===== config.mk =====
export PLATFORM = sky130hd
export DESIGN_NAME = eng_pipe_fa_pcgen
export DESIGN_NICKNAME = d
export VERILOG_FILES = /design/src/rtl/eng_pipe_pkg.sv /design/src/rtl/eng_pipe_fa_q.sv /design/src/rtl/eng_pipe_fa_pcgen.sv
export SDC_FILE = /design/constraint.sdc
export NUM_CORES = 1
export LEC_CHECK = 0
export ABC_AREA = 1
export ABC_CLOCK_PERIOD_IN_PS = 3400
export CAP_MARGIN = 20
export CORE_AREA = 2 2 149 151
export CTS_CLUSTER_DIAMETER = 150
export DETAILED_ROUTE_END_ITERATION = 6
export DIE_AREA = 0 0 151 153
export SETUP_SLACK_MARGIN = 0.15
export SLEW_MARGIN = 20
export SYNTH_ARGS = -nofsm -noshare
export SYNTH_HDL_FRONTEND = slang
export SYNTH_HIERARCHICAL = 1
export SYNTH_SLANG_ARGS = --single-unit

===== constraint.sdc =====
create_clock -name clk -period 3.4 [get_ports clk]
set_input_delay 0.68 -clock clk [delete_from_list [all_inputs] [get_ports clk]]
set_output_delay 0.68 -clock clk [all_outputs]
set_load 0.02 [all_outputs]

===== src/rtl/eng_pipe_pkg.sv =====
// Shared types for the fa->xa fetch pipeline.
// PC/instruction bundle and fetch FSM states.
package eng_pipe_pkg;

    localparam int FA_PC_W   = 16;
    localparam int FA_INST_W = 32;

    typedef logic [FA_PC_W-1:0]   pc_t;
    typedef logic [FA_INST_W-1:0] inst_t;

    typedef struct packed {
        pc_t   pc;
        inst_t inst;
    } fa_xa_t;

    typedef enum logic {
        IDLE = 1'b0,
        RUN  = 1'b1
    } fa_state_t;

endpackage


===== src/rtl/eng_pipe_fa_q.sv =====
// Two-entry issue FIFO between ROM return and the xa handshake.
// Head entry lives in its own register so it drives o_xa_* directly.
module eng_pipe_fa_q
    import eng_pipe_pkg::*;
#(
    parameter type T = fa_xa_t
) (
    input  logic       clk,
    input  logic       rst,
    input  logic       push_i,
    input  T           din_i,
    input  logic       pop_i,
    input  logic       clr_i,
    output logic [1:0] occ_o,
    output T           head_o
);

    T           head_q, head_d;
    T           tail_q, tail_d;
    logic [1:0] occ_q, occ_d;

    always_comb begin
        head_d = head_q;
        tail_d = tail_q;
        occ_d  = occ_q;
        if (clr_i) begin
            occ_d = 2'd0;
        end else begin
            case ({push_i, pop_i})
                2'b10: begin
                    if (occ_q == 2'd0) begin
                        head_d = din_i;
                    end else begin
                        tail_d = din_i;
                    end
                    occ_d = occ_q + 2'd1;
                end
                2'b01: begin
                    head_d = tail_q;
                    occ_d  = occ_q - 2'd1;
                end
                2'b11: begin
                    // occupancy unchanged; new entry goes behind the survivor
                    if (occ_q == 2'd2) begin
                        head_d = tail_q;
                        tail_d = din_i;
                    end else begin
                        head_d = din_i;
                    end
                end
                default: ;
            endcase
        end
    end

    always_ff @(posedge clk) begin
        if (rst) begin
            head_q <= '0;
            tail_q <= '0;
            occ_q  <= 2'd0;
        end else begin
            head_q <= head_d;
            tail_q <= tail_d;
            occ_q  <= occ_d;
        end
    end

    always_ff @(posedge clk) begin
        if (!rst && !clr_i) begin
            assert (!(push_i && !pop_i && occ_q == 2'd2));
            assert (!(pop_i && occ_q == 2'd0));
        end
    end

    assign occ_o  = occ_q;
    assign head_o = head_q;

endmodule


===== src/rtl/eng_pipe_fa_pcgen.sv =====
// Fetch PC generator: issues sequential ROM reads under a 2-entry
// credit limit and presents {pc, inst} to xa; commit redirects flush.
module eng_pipe_fa_pcgen
    import eng_pipe_pkg::*;
#(
    parameter int              PC_W     = 16,
    parameter int              INST_W   = 32,
    parameter logic [PC_W-1:0] RESET_PC = '0
) (
    input  logic              clk,
    input  logic              rst,
    input  logic              i_start,
    output logic              o_busy,
    output logic              o_rom_en,
    output logic [PC_W-1:0]   o_rom_addr,
    input  logic [INST_W-1:0] i_rom_dout,
    output logic              o_xa_vld,
    output logic [PC_W-1:0]   o_xa_pc_r,
    output logic [INST_W-1:0] o_xa_inst_r,
    input  logic              i_xa_rdy,
    input  logic              i_ca_redirect_vld,
    input  logic [PC_W-1:0]   i_ca_redirect_pc
);

    typedef struct packed {
        logic [PC_W-1:0]   pc;
        logic [INST_W-1:0] inst;
    } ent_t;

    fa_state_t       state_q, state_d;
    logic [PC_W-1:0] pc_q, pc_d;
    logic            infl_q, infl_d;
    logic [PC_W-1:0] req_pc_q, req_pc_d;

    logic [1:0] occ;
    ent_t       head;
    ent_t       push_ent;
    logic       vld;
    logic       pop;
    logic       push;
    logic       active;
    logic [2:0] demand;
    logic       rom_en;
    logic [PC_W-1:0] rom_addr;

    assign vld      = (occ != 2'd0);
    assign pop      = vld & i_xa_rdy;
    assign push     = infl_q & ~i_ca_redirect_vld;
    assign push_ent = '{pc: req_pc_q, inst: i_rom_dout};
    // the start cycle already counts as a fetch cycle
    assign active   = (state_q == RUN) | i_start;
    assign demand   = {1'b0, occ} + {2'b0, infl_q} - {2'b0, pop};

    always_comb begin
        state_d  = state_q;
        pc_d     = pc_q;
        rom_en   = 1'b0;
        rom_addr = pc_q;
        case (state_q)
            IDLE:    if (i_start) state_d = RUN;
            RUN:     state_d = RUN;
            default: state_d = IDLE;
        endcase
        if (active) begin
            if (i_ca_redirect_vld) begin
                rom_en   = 1'b1;
                rom_addr = i_ca_redirect_pc;
            end else begin
                rom_en = (demand < 3'd2);
            end
        end
        if (rom_en) begin
            pc_d = rom_addr + PC_W'(1);
        end else if (i_ca_redirect_vld) begin
            pc_d = i_ca_redirect_pc;
        end
        infl_d   = rom_en;
        req_pc_d = rom_addr;
    end

    always_ff @(posedge clk) begin
        if (rst) begin
            state_q  <= IDLE;
            pc_q     <= RESET_PC;
            infl_q   <= 1'b0;
            req_pc_q <= '0;
        end else begin
            state_q  <= state_d;
            pc_q     <= pc_d;
            infl_q   <= infl_d;
            req_pc_q <= req_pc_d;
        end
    end

    eng_pipe_fa_q #(
        .T (ent_t)
    ) u_q (
        .clk    (clk),
        .rst    (rst),
        .push_i (push),
        .din_i  (push_ent),
        .pop_i  (pop),
        .clr_i  (i_ca_redirect_vld),
        .occ_o  (occ),
        .head_o (head)
    );

    assign o_busy      = (state_q == RUN);
    assign o_rom_en    = rom_en;
    assign o_rom_addr  = rom_addr;
    assign o_xa_vld    = vld;
    assign o_xa_pc_r   = head.pc;
    assign o_xa_inst_r = head.inst;

endmodule


Word-level counts from Yosys, hierarchy flattened
Index checks and enable logic that the tools add are counted.

word-level totals
  memory bits (writable) = 0
  register bits after elaboration = 132
  logic and storage cells = 49
  ROM bits = 0
  bits in latches = 0
  input bits = 53
  output and inout bits = 67
  memories = 0

operators by class
  bitwise logic cells = 5
  $add $sub $neg = 5
  reduce and logical (&&, ||, !) cells = 8
  eq/ne operators = 7
  magnitude comparators = 1
  divide/modulo/power cells = 0
  mux-type cells = 14
  multipliers = 0
  shift-type cells = 0

operator list
  operator                                                                       count
  48-bit 2-to-1 mux                                                              4
  48-bit case mux with 3 select lines                                            1
  48-bit case mux with 2 select lines                                            1
  16-bit 2-to-1 mux                                                              3
  16-bit by 1-bit adder with 16-bit output (second input constant)               1
  2-bit == test (second input constant)                                          3
  2-bit nonzero test                                                             3
  2-bit by 1-bit inequality test with 1-bit output (second input constant)       2
  2-bit case mux with 2 select lines                                             1
  4-bit AND reduction                                                            1
  2-bit by 1-bit adder with 3-bit output                                         1
  3-bit by 2-bit less-than comparator with 1-bit output (second input constant)  1
  1-bit 2-to-1 mux                                                               3
  3-bit AND reduction                                                            1
  3-bit nonzero test                                                             1
  3-bit by 1-bit subtractor with 3-bit output                                    1
  2-bit by 1-bit adder with 2-bit output (second input constant)                 1
  1-bit AND                                                                      2
  2-bit by 1-bit == test with 1-bit output (second input constant)               1
  2-bit zero test                                                                1
  2-bit inequality test (second input constant)                                  1
  1-bit NOT                                                                      2
  1-bit case mux with 2 select lines                                             1
  2-bit OR reduction                                                             1
  other kinds (2)                                                                2

Longest topological paths before layout
  depth in word-level cells = 7
  gate-level depth with buffers = 14
  mapped depth without buffers = 13

Cells and area by module
Netlist, hierarchy kept.

modules (own cells, without submodules)
  module             times used  area each (µm²)  cells an instance  sequential area each (µm²)
  eng_pipe_fa_q      1           4,847.1          762                1,961.9
  eng_pipe_fa_pcgen  1           2,107.0          311                680.7

Least setup slack after synthesis
OpenSTA, ideal clock, no wires.

  kind = input to output
  from = input i_xa_rdy
  to = output o_rom_en
  data arrival time = 2,114 ps
  slack = 606 ps
  data required time = 2,720 ps
  cell stages on the path = 8
  buffers on the path = 1
  path through = o21a_1 > ha_1 > nor2_1 > fa_1 > nor2_1 > a21oi_1 > nor2_2 > buf_4

between the ends
  cells in the longest elaborated chain, start to end = 5

ends and longest elaborated chain
  what                                                   line                     text
  start, declared                                        eng_pipe_fa_pcgen.sv:20  input logic i_xa_rdy,
  1-bit AND                                              eng_pipe_fa_pcgen.sv:47  assign pop = vld & i_xa_rdy;
  3-bit by 1-bit subtractor with 3-bit output            eng_pipe_fa_pcgen.sv:52  assign demand = {1'b0, occ} + {2'b0, infl_q} - {2'b0, pop};
  3-bit by 2-bit less-than comparator with 1-bit output  eng_pipe_fa_pcgen.sv:69  rom_en = (demand < 3'd2);
  1-bit 2-to-1 mux                                       eng_pipe_fa_pcgen.sv:65  if (i_ca_redirect_vld) begin
  1-bit 2-to-1 mux                                       eng_pipe_fa_pcgen.sv:64  if (active) begin
  end, declared                                          eng_pipe_fa_pcgen.sv:14  output logic o_rom_en,

Every way passes these cells.

Final worst setup path
  from = input i_start
  to = output o_rom_addr[1]

between the ends
  cells in the longest elaborated chain, start to end = 2

ends and longest elaborated chain
  what               line                     text
  start, declared    eng_pipe_fa_pcgen.sv:12  input logic i_start,
  1-bit bitwise OR   eng_pipe_fa_pcgen.sv:51  assign active = (state_q == RUN) | i_start;
  16-bit 2-to-1 mux  eng_pipe_fa_pcgen.sv:64
  end, declared      eng_pipe_fa_pcgen.sv:15  output logic [PC_W-1:0] o_rom_addr,

Every way passes these cells.

==> flow_summary.yaml <==
placed_design:
  hpwl_um: 11800
  placed_cells: 1431
  gp_congestion: 0.799
  port_buffers: 119
  place_worst_setup_slack_ns: -0.326
  place_area_sq_um: 8430
worst_setup_path:
  slowest_stage: "clkdlybuf4s50_1"
  reg2reg_from: "u_q/occ_o[0]$_SDFFE_PP0P_"
  worstPathCellList: "clkdlybuf4s50_1 -> inv_2 -> nand2_8 -> inv_4 -> nand2_1 -> nand2_1 -> clkdlybuf4s50_1"
  path_class: "in -> out"
  regToRegEndpoint: "pc_q[5]$_SDFF_PP0_"
  cp-startpoint: "i_start"
  ff2ff_path_depth: 12
  arrival_ns: 2.45
  rrSetupSlack_ns: 0.75
  path_max_fanout: 19
  worst_ep_required_time_ns: 2.72
  cp-endpoint: "o_rom_addr[1]"
  cp-end-kind: "output port"
  crit_path_max_incr_delay_ns: 0.64
  critPathLaunchType: "input port"
floorplanning:
  core-area_sq_um: 21500
  fp.dieW_um: 151
  start_util_pct: 32.4
  io_pins: 120
  fp.dieH_um: 153
  fp-row-count: 54
  die_area_sq_um: 23100
global_route:
  grt_usage_pct: 16.4
  antenna_found_initial: 1
  grt_max_degree: 61
  grt_pass1_vias: 6192
  gr-total-overflow: 0
  grt_pass1_wl_um: 30600
logic_synthesis:
  ys.flop_type: "dfxtp_1"
  synth_top_area_share_pct: 38.0
  async_flop_share_pct: 0
  syn-cell-area_sq_um: 6950
  synth.largest_area_cell: "dfxtp_1"
  synth_edf_count: 0
  netlist_instances: 1073
  ys_types: 32
  avgSynthCellArea_sq_um: 6.48
  ys_seq_elements: 132
  synth.net_count: 1133
  synth_warnings: 6
  synth-seq-area-share_pct: 38.0
  synth_area_leaders: "dfxtp_1 (38%), nand2_1 (13%), nand3_1 (12%)"
timing:
  finalHoldViolCount: 0
  finalClockSkew_ns: 0.0104
  setup_ws_ns: 0.269
  fin_crit_sh_pct: 92.1
  rsz0062_at_grt: "no"
  max_freq_mhz: 319
  max_slew.worst_pin.slew_ns: 0.929
  finalSetupViolations: 0
  slew_headroom_pct: 38.0
  slew_viol_final: 0
  whs_ns: 0.480
  layout_min_cycle_time_ns: 3.13
drt:
  drt_iter0_drc: 266
  remaining_drc_errors: 0
  num_vias: 6773
  vias_per_cell: 4.62
  ant_nets: 0
  first_pass_iters: 5
  drt-total-wl_um: 18500
  wire_per_inst_um: 12.6
pwr:
  p_leak_nw: 4.10
  vdd_ir_drop_max_uv: 305
  powerDensity_nw_per_um2: 478
  p_total_mw: 4.33
finish:
  nets: 1233
  area_growth_pct: 30.4
  design_area_sq_um: 9070
  diodes: 0
  drive_gt1_share_pct: 10.3
  fin_cells: 1466
outcome:
  outcome: "finished, final reports clean"
cts:
  cts_root_buffer: "clkbuf_16"
  htree_levels: 4
  clkTransAtPathRegs_ns: 0.06
  cts.hold.buffers_added: 0
  cts_tree: "yes"
  insertion_delay_ns: 0.42
  clockBufferDepth: 2
  cts.sinks: 132
  numCtsBuffers: 17
worst_hold_path:
  hold_class: "reg -> reg"
flow_run:
  maxCapViolCount: 0
final cells by class:
cell class | count | area (sq um)
clock buffer | 22 | 464
clock inverter | 10 | 130
fill | 2292 | 12400
inverter | 200 | 758
multi-input combinational | 674 | 3250
sequential | 132 | 2640
tap | 280 | 350
timing repair buffer | 148 | 1470
metal layers:
layer | global-route usage (%) | up-vias | part of all wire (%)
met5 | 0 | - | 0
met4 | 4.18 | 0 | 0.78
met3 | 4.33 | 17 | 6.2
met2 | 25.9 | 170 | 46
met1 | 22.2 | 3068 | 47
li1 | - | 3518 | -
per-stage QoR:
stage          setup TNS [ns]  util [%]
3_5_place_dp           -0.326      39.3
3_3_place_gp           -0.301      39.3
5_1_grt                     0      42.2
4_1_cts                     0      42.2
2_1_floorplan               0         -
6_report                    0      42.2
state kept, by name, indices dropped and copies added, names as in the netlist:
signal / count
u_q/occ_o: 2
infl_q: 1
u_q/head_o: 48
pc_q: 16
req_pc_q: 16
o_busy: 1
u_q/tail_q: 48
placed cells by master, fill, tap and decap left out, drive strengths merged, types with 3 or more instances in the layout:
cell | Yosys | final
nand3 | 172 | 172
bufinv | 0 | 3
nor2 | 93 | 93
inv | 200 | 199
dfxtp | 132 | 132
clkdlybuf4s50 | 0 | 114
buf | 39 | 31
clkbuf | 28 | 22
ha | 6 | 6
o21ai | 16 | 16
a31oi | 13 | 13
clkinv | 0 | 6
nand2 | 263 | 263
a21oi | 104 | 104
worst min path at each step:
stage | start | endpoint | slack, ns | cells after the start
floorplan | u_q/tail_q[10]$_SDFFE_PP0P_ | u_q/tail_q[10]$_SDFFE_PP0P_ | 0.45 | 2
global placement | u_q/tail_q[40]$_SDFFE_PP0P_ | u_q/tail_q[40]$_SDFFE_PP0P_ | 0.46 | 2
detailed placement | u_q/tail_q[0]$_SDFFE_PP0P_ | u_q/tail_q[0]$_SDFFE_PP0P_ | 0.47 | 2
CTS | u_q/tail_q[0]$_SDFFE_PP0P_ | u_q/tail_q[0]$_SDFFE_PP0P_ | 0.48 | 2
global route | u_q/tail_q[19]$_SDFFE_PP0P_ | u_q/tail_q[19]$_SDFFE_PP0P_ | 0.50 | 2
finish | u_q/tail_q[24]$_SDFFE_PP0P_ | u_q/tail_q[24]$_SDFFE_PP0P_ | 0.48 | 2
logic make-up (layout without fill, tap and decap cells):
logic type	Yosys count	in the layout	share of synthesized area, %
and+or+nand+nor	529	529	34.4
DFF	132	132	38.0
buffers and inverters	267	380	15.7
xor gates and xnor gates	4	4	0.504
AOI/OAI and AO/OA	134	134	9.97
adders and majority gates	7	7	1.37
timing repair:
action | in CTS | in global routing
endpoints found under the setup margin | 1 | 13
pin swaps | 6 | 0
setup buffers | 3 | 0
gates resized for setup | 9 | 7
power by group:
group          switching, mW  total, mW  internal, mW
clock                  0.689       1.87          1.18
sequential            0.0430       1.68          1.63
combinational          0.457      0.783         0.326
Yosys cell counts (all sizes together), types with 2 or more instances:
| cell type | count |
|---|---|
| dfxtp | 132 |
| inv | 200 |
| clkbuf | 28 |
| ha | 6 |
| buf | 39 |
| a31oi | 13 |
| a21oi | 104 |
| xor2 | 2 |
| nor2 | 93 |
| xnor2 | 2 |
| nand2 | 263 |
| o21ai | 16 |
| nand3 | 172 |
worst max-delay path: cells and delay by family:
family                 cells  cell delay, ns
buffers and inverters      4            1.37
AND/OR/NAND/NOR            3            0.39
Power figures use the tool's default switching activity.
